**src/rtl/rtc_bus_scheduler.sv**
```systemverilog
// Arbitrates the RTC bus-cycle engine between the hora/fecha/crono write groups
// and the periodic read burst, sequencing each group as single-register req/ack transactions.
module rtc_bus_scheduler #(
  parameter int REFRESH_DIV = 10000,
  parameter int TIMEOUT     = 255,
  parameter int ADDR_W      = 8
) (
  input  logic              clock,
  input  logic              reset,
  input  logic              req_hora,
  input  logic              req_fecha,
  input  logic              req_crono,
  output logic              gnt_hora,
  output logic              gnt_fecha,
  output logic              gnt_crono,
  output logic              read_done,
  output logic              err,
  output logic              busy,
  output logic              lock,
  output logic [3:0]        idx,
  output logic              bus_req,
  output logic              bus_we,
  output logic [ADDR_W-1:0] bus_addr,
  input  logic              bus_ack
);

  localparam int CW = $clog2(REFRESH_DIV);
  localparam int TW = $clog2(TIMEOUT + 1);

  typedef enum logic [2:0] {S_IDLE, S_ARB, S_ISSUE, S_WAIT, S_NEXT, S_DONE} state_e;
  typedef enum logic [1:0] {G_HORA, G_FECHA, G_CRONO, G_READ} grp_e;

  state_e            state_q, state_d;
  grp_e              grp_q, grp_d, win;
  logic [3:0]        idx_q, idx_d, last_idx;
  logic [TW-1:0]     tmo_q, tmo_d;
  logic [CW-1:0]     cnt_q;
  logic              pend_q, pend_clr, wrap, any_wr, done_ok;
  logic              lock_q, lock_d, abort_q, abort_d;
  logic              req_q, req_d, we_q, we_d;
  logic [ADDR_W-1:0] addr_q, addr_d;
  logic [7:0]        ent_addr;
  logic              ent_we;

  // Refresh counter: a wrap while a read is already pending is simply absorbed.
  assign wrap = (cnt_q == CW'(REFRESH_DIV - 1));

  always_ff @(posedge clock or negedge reset) begin
    if (!reset) begin
      cnt_q  <= '0;
      pend_q <= 1'b0;
    end else begin
      cnt_q  <= wrap ? '0 : cnt_q + CW'(1);
      pend_q <= (pend_q & ~pend_clr) | wrap;
    end
  end

  assign any_wr   = req_hora | req_fecha | req_crono;
  assign win      = req_hora ? G_HORA : req_fecha ? G_FECHA : req_crono ? G_CRONO : G_READ;
  assign last_idx = (grp_q == G_READ) ? 4'd9 : 4'd3;

  // Register list entry for (grp_q, idx_q); write groups end with the 0xF1 commit.
  always_comb begin
    ent_we   = 1'b1;
    ent_addr = 8'h00;
    unique case (grp_q)
      G_HORA:  ent_addr = (idx_q == 4'd3) ? 8'hF1 : 8'h21 + {4'd0, idx_q};
      G_FECHA: ent_addr = (idx_q == 4'd3) ? 8'hF1 : 8'h24 + {4'd0, idx_q};
      G_CRONO: ent_addr = (idx_q == 4'd3) ? 8'hF1 : 8'h41 + {4'd0, idx_q};
      G_READ: begin
        ent_we = (idx_q == 4'd0);
        if (idx_q == 4'd0)      ent_addr = 8'hF2;
        else if (idx_q <= 4'd6) ent_addr = 8'h20 + {4'd0, idx_q};
        else                    ent_addr = 8'h3A + {4'd0, idx_q};
      end
      default: ent_addr = 8'h00;
    endcase
  end

  always_comb begin
    state_d  = state_q;
    grp_d    = grp_q;
    idx_d    = idx_q;
    tmo_d    = tmo_q;
    lock_d   = lock_q;
    abort_d  = abort_q;
    req_d    = req_q;
    we_d     = we_q;
    addr_d   = addr_q;
    pend_clr = 1'b0;
    unique case (state_q)
      S_IDLE: begin
        // lock rises with ARB so it drops for exactly one IDLE cycle between write groups
        if (any_wr | pend_q) begin
          state_d = S_ARB;
          lock_d  = any_wr;
        end
      end
      S_ARB: begin
        idx_d   = '0;
        abort_d = 1'b0;
        if (any_wr | pend_q) begin
          grp_d    = win;
          lock_d   = (win != G_READ);
          pend_clr = (win == G_READ);
          state_d  = S_ISSUE;
        end else begin
          lock_d  = 1'b0;
          state_d = S_IDLE;
        end
      end
      S_ISSUE: begin
        req_d   = 1'b1;
        we_d    = ent_we;
        addr_d  = ADDR_W'(ent_addr);
        tmo_d   = '0;
        state_d = S_WAIT;
      end
      S_WAIT: begin
        if (bus_ack) begin
          req_d   = 1'b0;
          we_d    = 1'b0;
          addr_d  = '0;
          state_d = S_NEXT;
        end else if (tmo_q == TW'(TIMEOUT - 1)) begin
          req_d   = 1'b0;
          we_d    = 1'b0;
          addr_d  = '0;
          abort_d = 1'b1;
          state_d = S_DONE;
        end else begin
          tmo_d = tmo_q + TW'(1);
        end
      end
      S_NEXT: begin
        if (idx_q == last_idx) state_d = S_DONE;
        else begin
          idx_d   = idx_q + 4'd1;
          state_d = S_ISSUE;
        end
      end
      S_DONE: begin
        lock_d  = 1'b0;
        idx_d   = '0;
        abort_d = 1'b0;
        state_d = S_IDLE;
      end
      default: state_d = S_IDLE;
    endcase
  end

  always_ff @(posedge clock or negedge reset) begin
    if (!reset) begin
      state_q <= S_IDLE;
      grp_q   <= G_HORA;
      idx_q   <= '0;
      tmo_q   <= '0;
      lock_q  <= 1'b0;
      abort_q <= 1'b0;
      req_q   <= 1'b0;
      we_q    <= 1'b0;
      addr_q  <= '0;
    end else begin
      state_q <= state_d;
      grp_q   <= grp_d;
      idx_q   <= idx_d;
      tmo_q   <= tmo_d;
      lock_q  <= lock_d;
      abort_q <= abort_d;
      req_q   <= req_d;
      we_q    <= we_d;
      addr_q  <= addr_d;
    end
  end

  assign done_ok   = (state_q == S_DONE) & ~abort_q;
  assign gnt_hora  = done_ok & (grp_q == G_HORA);
  assign gnt_fecha = done_ok & (grp_q == G_FECHA);
  assign gnt_crono = done_ok & (grp_q == G_CRONO);
  assign read_done = done_ok & (grp_q == G_READ);
  assign err       = (state_q == S_DONE) & abort_q;
  assign busy      = (state_q != S_IDLE);
  assign lock      = lock_q;
  assign idx       = idx_q;
  assign bus_req   = req_q;
  assign bus_we    = we_q;
  assign bus_addr  = addr_q;

endmodule

```
**config.mk**
```make
export PLATFORM = sky130hd
export DESIGN_NAME = rtc_bus_scheduler
export DESIGN_NICKNAME = d
export VERILOG_FILES = /design/src/rtl/rtc_bus_scheduler.sv
export SDC_FILE = /design/constraint.sdc
export NUM_CORES = 1
export LEC_CHECK = 0
export BUFFER_PORTS_ARGS = -buffer_cell sky130_fd_sc_hd__buf_2
export CORE_MARGIN = 1
export CORE_UTILIZATION = 28
export CTS_CLUSTER_SIZE = 20
export DETAILED_ROUTE_END_ITERATION = 6
export HOLD_SLACK_MARGIN = 0.05
export PLACE_DENSITY = 0.41
export SYNTH_ARGS = -nofsm -noshare
export SYNTH_HDL_FRONTEND = slang
export SYNTH_SLANG_ARGS = --single-unit
export TNS_END_PERCENT = 10
```
**constraint.sdc**
```tcl
create_clock -name clock -period 2.5 [get_ports clock]
set_clock_uncertainty 0.1 [all_clocks]
set_input_delay 0.5 -clock clock [delete_from_list [all_inputs] [get_ports clock]]
set_output_delay 0.5 -clock clock [all_outputs]
set_load 0.01 [all_outputs]
```
==> impl_metrics.yaml <==
global_route:
  grt_util_all_layers_pct: 14.2
  grt_pass1_vias: 2140
  grt_pass1_wl_mm: 10.9
  grt-ovfl-total: 0
  grt_max_degree: 25
  grt_antenna_before_repair: 0
clock_network:
  root_buffer: "clkbuf_8"
  clockBufferDepth: 2
  clock_latency_ns: 0.30
  cts.clk_slew.worst_paths_ns: 0.09
  cts.hold.buffers_added: 0
  cts_resized: 0
  cts_sinks: 44
  cts_buffers: 5
  cts_tree: "yes"
  post_cts_buffers: 0
  h-tree-depth: 2
power:
  seq_power_share_pct: 39.9
  switching_share_pct: 40.1
  switching_power_mw: 0.987
  combPwrFrac_pct: 40.3
  p_leak_nw: 1.31
  power_density_mw_per_mm2: 845
  vdd_drop_max_mv: 0.295
  internal-power_mw: 1.47
  p_clk_share_pct: 19.8
routing:
  antenna_left: 0
  dr_wl_met3_um: 300
  vias: 2115
  drtPass1Iterations: 5
  topRoutingLayerUsed: "met4"
  avgRoutedWirePerCell_um: 15.2
  drt-total-wl_mm: 6.23
  wl_met2_mm: 2.74
  drt_iter0_drc: 73
  met1_length_mm: 3.11
  drc: 0
  routed_via_density: 5.16
synthesis:
  ys_ff_latch: 44
  synth-seq-area-share_pct: 43.7
  synth.net_count: 286
  synth_top_area_cell: "dfrtp_1"
  yosysWarnings: 0
  yosys.area.top_type_share_pct: 43.7
  ys.flop_type: "dfrtp_1"
  synth.distinct_cells: 52
  synth_cells: 269
  synthesis.area_mm2: 0.00252
  synthTopCellsByArea: "dfrtp_1 44%, ha_1 5.5%, nand2_1 4.3%"
  synthArstFlopShare_pct: 100
  synth_area_per_cell_um2: 9.36
  synth-edff-count: 0
floorplanning:
  core-area_mm2: 0.00872
  rows: 34
  initial_core_util_pct: 28.9
  die_w_um: 96.8
  dieArea_mm2: 0.00937
  die_h_um: 96.8
  ioPinCount: 27
timing:
  setup_violations: 0
  max_freq_mhz: 434
  setup_tns_ns: 0
  relSlewSlack_pct: 63.4
  worst_pin_slew_ns: 0.548
  min_period_ns: 2.30
  drv_slew: 0
  rsz0062_at_grt: "no"
  finalHoldViolCount: 0
  period_share_pct: 92.1
placed_design:
  io_buffers: 26
  place_area_mm2: 0.00282
  place_hpwl_mm: 4.64
  gp_congestion: 0.767
  dp_cells: 402
critical_path:
  worstPathRequired_ns: 1.90
  crit_type: "reg -> out"
  critPathLaunchType: "register"
  rr_worst_depth: 6
  worstSetupEndpointType: "primary output"
  crit_fanout: 7
  critPathArrivalTime_ns: 1.70
  rrSetupSlack_ns: 0.32
final_layout:
  nFillCells: 887
  antenna_cells: 0
  layout_commonest_cell: "dfrtp_1"
  area_growth_pct: 15.7
  stdcell_area_mm2: 0.00291
  fin_cells: 410
  drive_gt1_share_pct: 16.9
  layout_common_cells: "44 x dfrtp_1, 29 x nand2_1, 26 x buf_2, 21 x nor2_1, 16 x a21oi_1"
  nNetsFinal: 318
job:
  drv_cap: 0
worst_hold_path:
  hold_class: "in -> async"
run_status:
  status: "complete, no violations"
[logic make-up after synthesis]
logic type	count (synthesis)	synth area share (%)
multiplexers	5	2.09
flip-flops	44	43.7
AO/OA/AOI/OAI	63	17.0
adder cells (fa/ha/maj)	11	5.47
XOR/XNOR	12	4.17
buffers and inverters	19	2.88
AND/OR/NAND/NOR	115	24.6
[critical path, cell delays in order (launching register included)]
cell and delay, ns:
dfrtp_1 0.39, nand2b_1 0.23, or3_1 0.41, nor3b_1 0.21
buf_2 0.16
[final cells by class]
| class | instances | area, um^2 | share of cell area (%) |
|---|---|---|---|
| Clock buffer | 6 | 82.6 | 2.84 |
| Sequential cell | 44 | 1100 | 37.8 |
| Clock inverter | 2 | 10.0 | 0.344 |
| Multi-Input combinational cell | 206 | 1340 | 46.1 |
| Tap cell | 108 | 135 | 4.64 |
| Inverter | 10 | 37.5 | 1.29 |
| Timing Repair Buffer | 34 | 203 | 6.96 |
[power by group through the flow]
stage                     clock [mW]  combinational [mW]  sequential, mW
after floorplan                    0               0.625           0.988
after global placement             0                1.01           0.996
after detailed placement           0                1.00           0.997
after CTS                      0.501                1.01           0.983
after global routing           0.533                1.11            1.01
final                          0.487               0.992           0.981
[layer usage]
metal | track usage [%] | vias to the layer above
li1 | - | 1048
met1 | 20.2 | 999
met3 | 2.67 | 9
met4 | 4.36 | 0
met2 | 21.9 | 59
met5 | 0 | -
[sequential cells by signal, indices dropped and copies added, names as in the netlist]
| signal | flops |
|---|---|
| cnt_q | 14 |
| bus_addr | 8 |
| tmo_q | 8 |
| idx | 4 |
| state_q | 3 |
| grp_q | 2 |
| abort_q | 1 |
| bus_req | 1 |
| bus_we | 1 |
| lock | 1 |
| pend_q | 1 |
[cells in the mapped netlist, types with 3 or more instances]
cell type,count
dfrtp_1,44
nand2_1,29
nor2_1,21
a21oi_1,16
ha_1,11
inv_1,10
nand3_1,10
nand2b_1,9
nand4_1,9
or3_1,9
clkbuf_1,8
o21ai_0,8
xnor2_1,6
xor2_1,6
a211oi_1,4
a21o_1,4
nor3_1,4
o21ai_1,4
a221o_1,3
mux2i_1,3
nor3b_1,3
o31ai_1,3
or2_2,3
[worst paths after layout]
path,from,to
hold reg to reg,bus_we,bus_we
setup / recovery,state_q[1],gnt_fecha
max in group asynchronous,reset,cnt_q[1]
min in group clock,bus_we,bus_we
setup reg to reg,idx[3],bus_addr[3]
hold / removal,reset,bus_addr[5]
[through the flow]
stage          util (%)  hold slack (ns)  total power [mW]  setup slack, ns
2_1_floorplan         -            0.104              1.61            0.534
3_3_place_gp       32.3            0.355              2.01            0.258
3_5_place_dp       32.3            0.364              2.00            0.330
4_1_cts            33.4           0.0776              2.49            0.175
5_1_grt            33.4            0.103              2.65           0.0689
6_report           33.4           0.0618              2.46            0.196
Note: power is estimated with default switching activity, not from simulation.
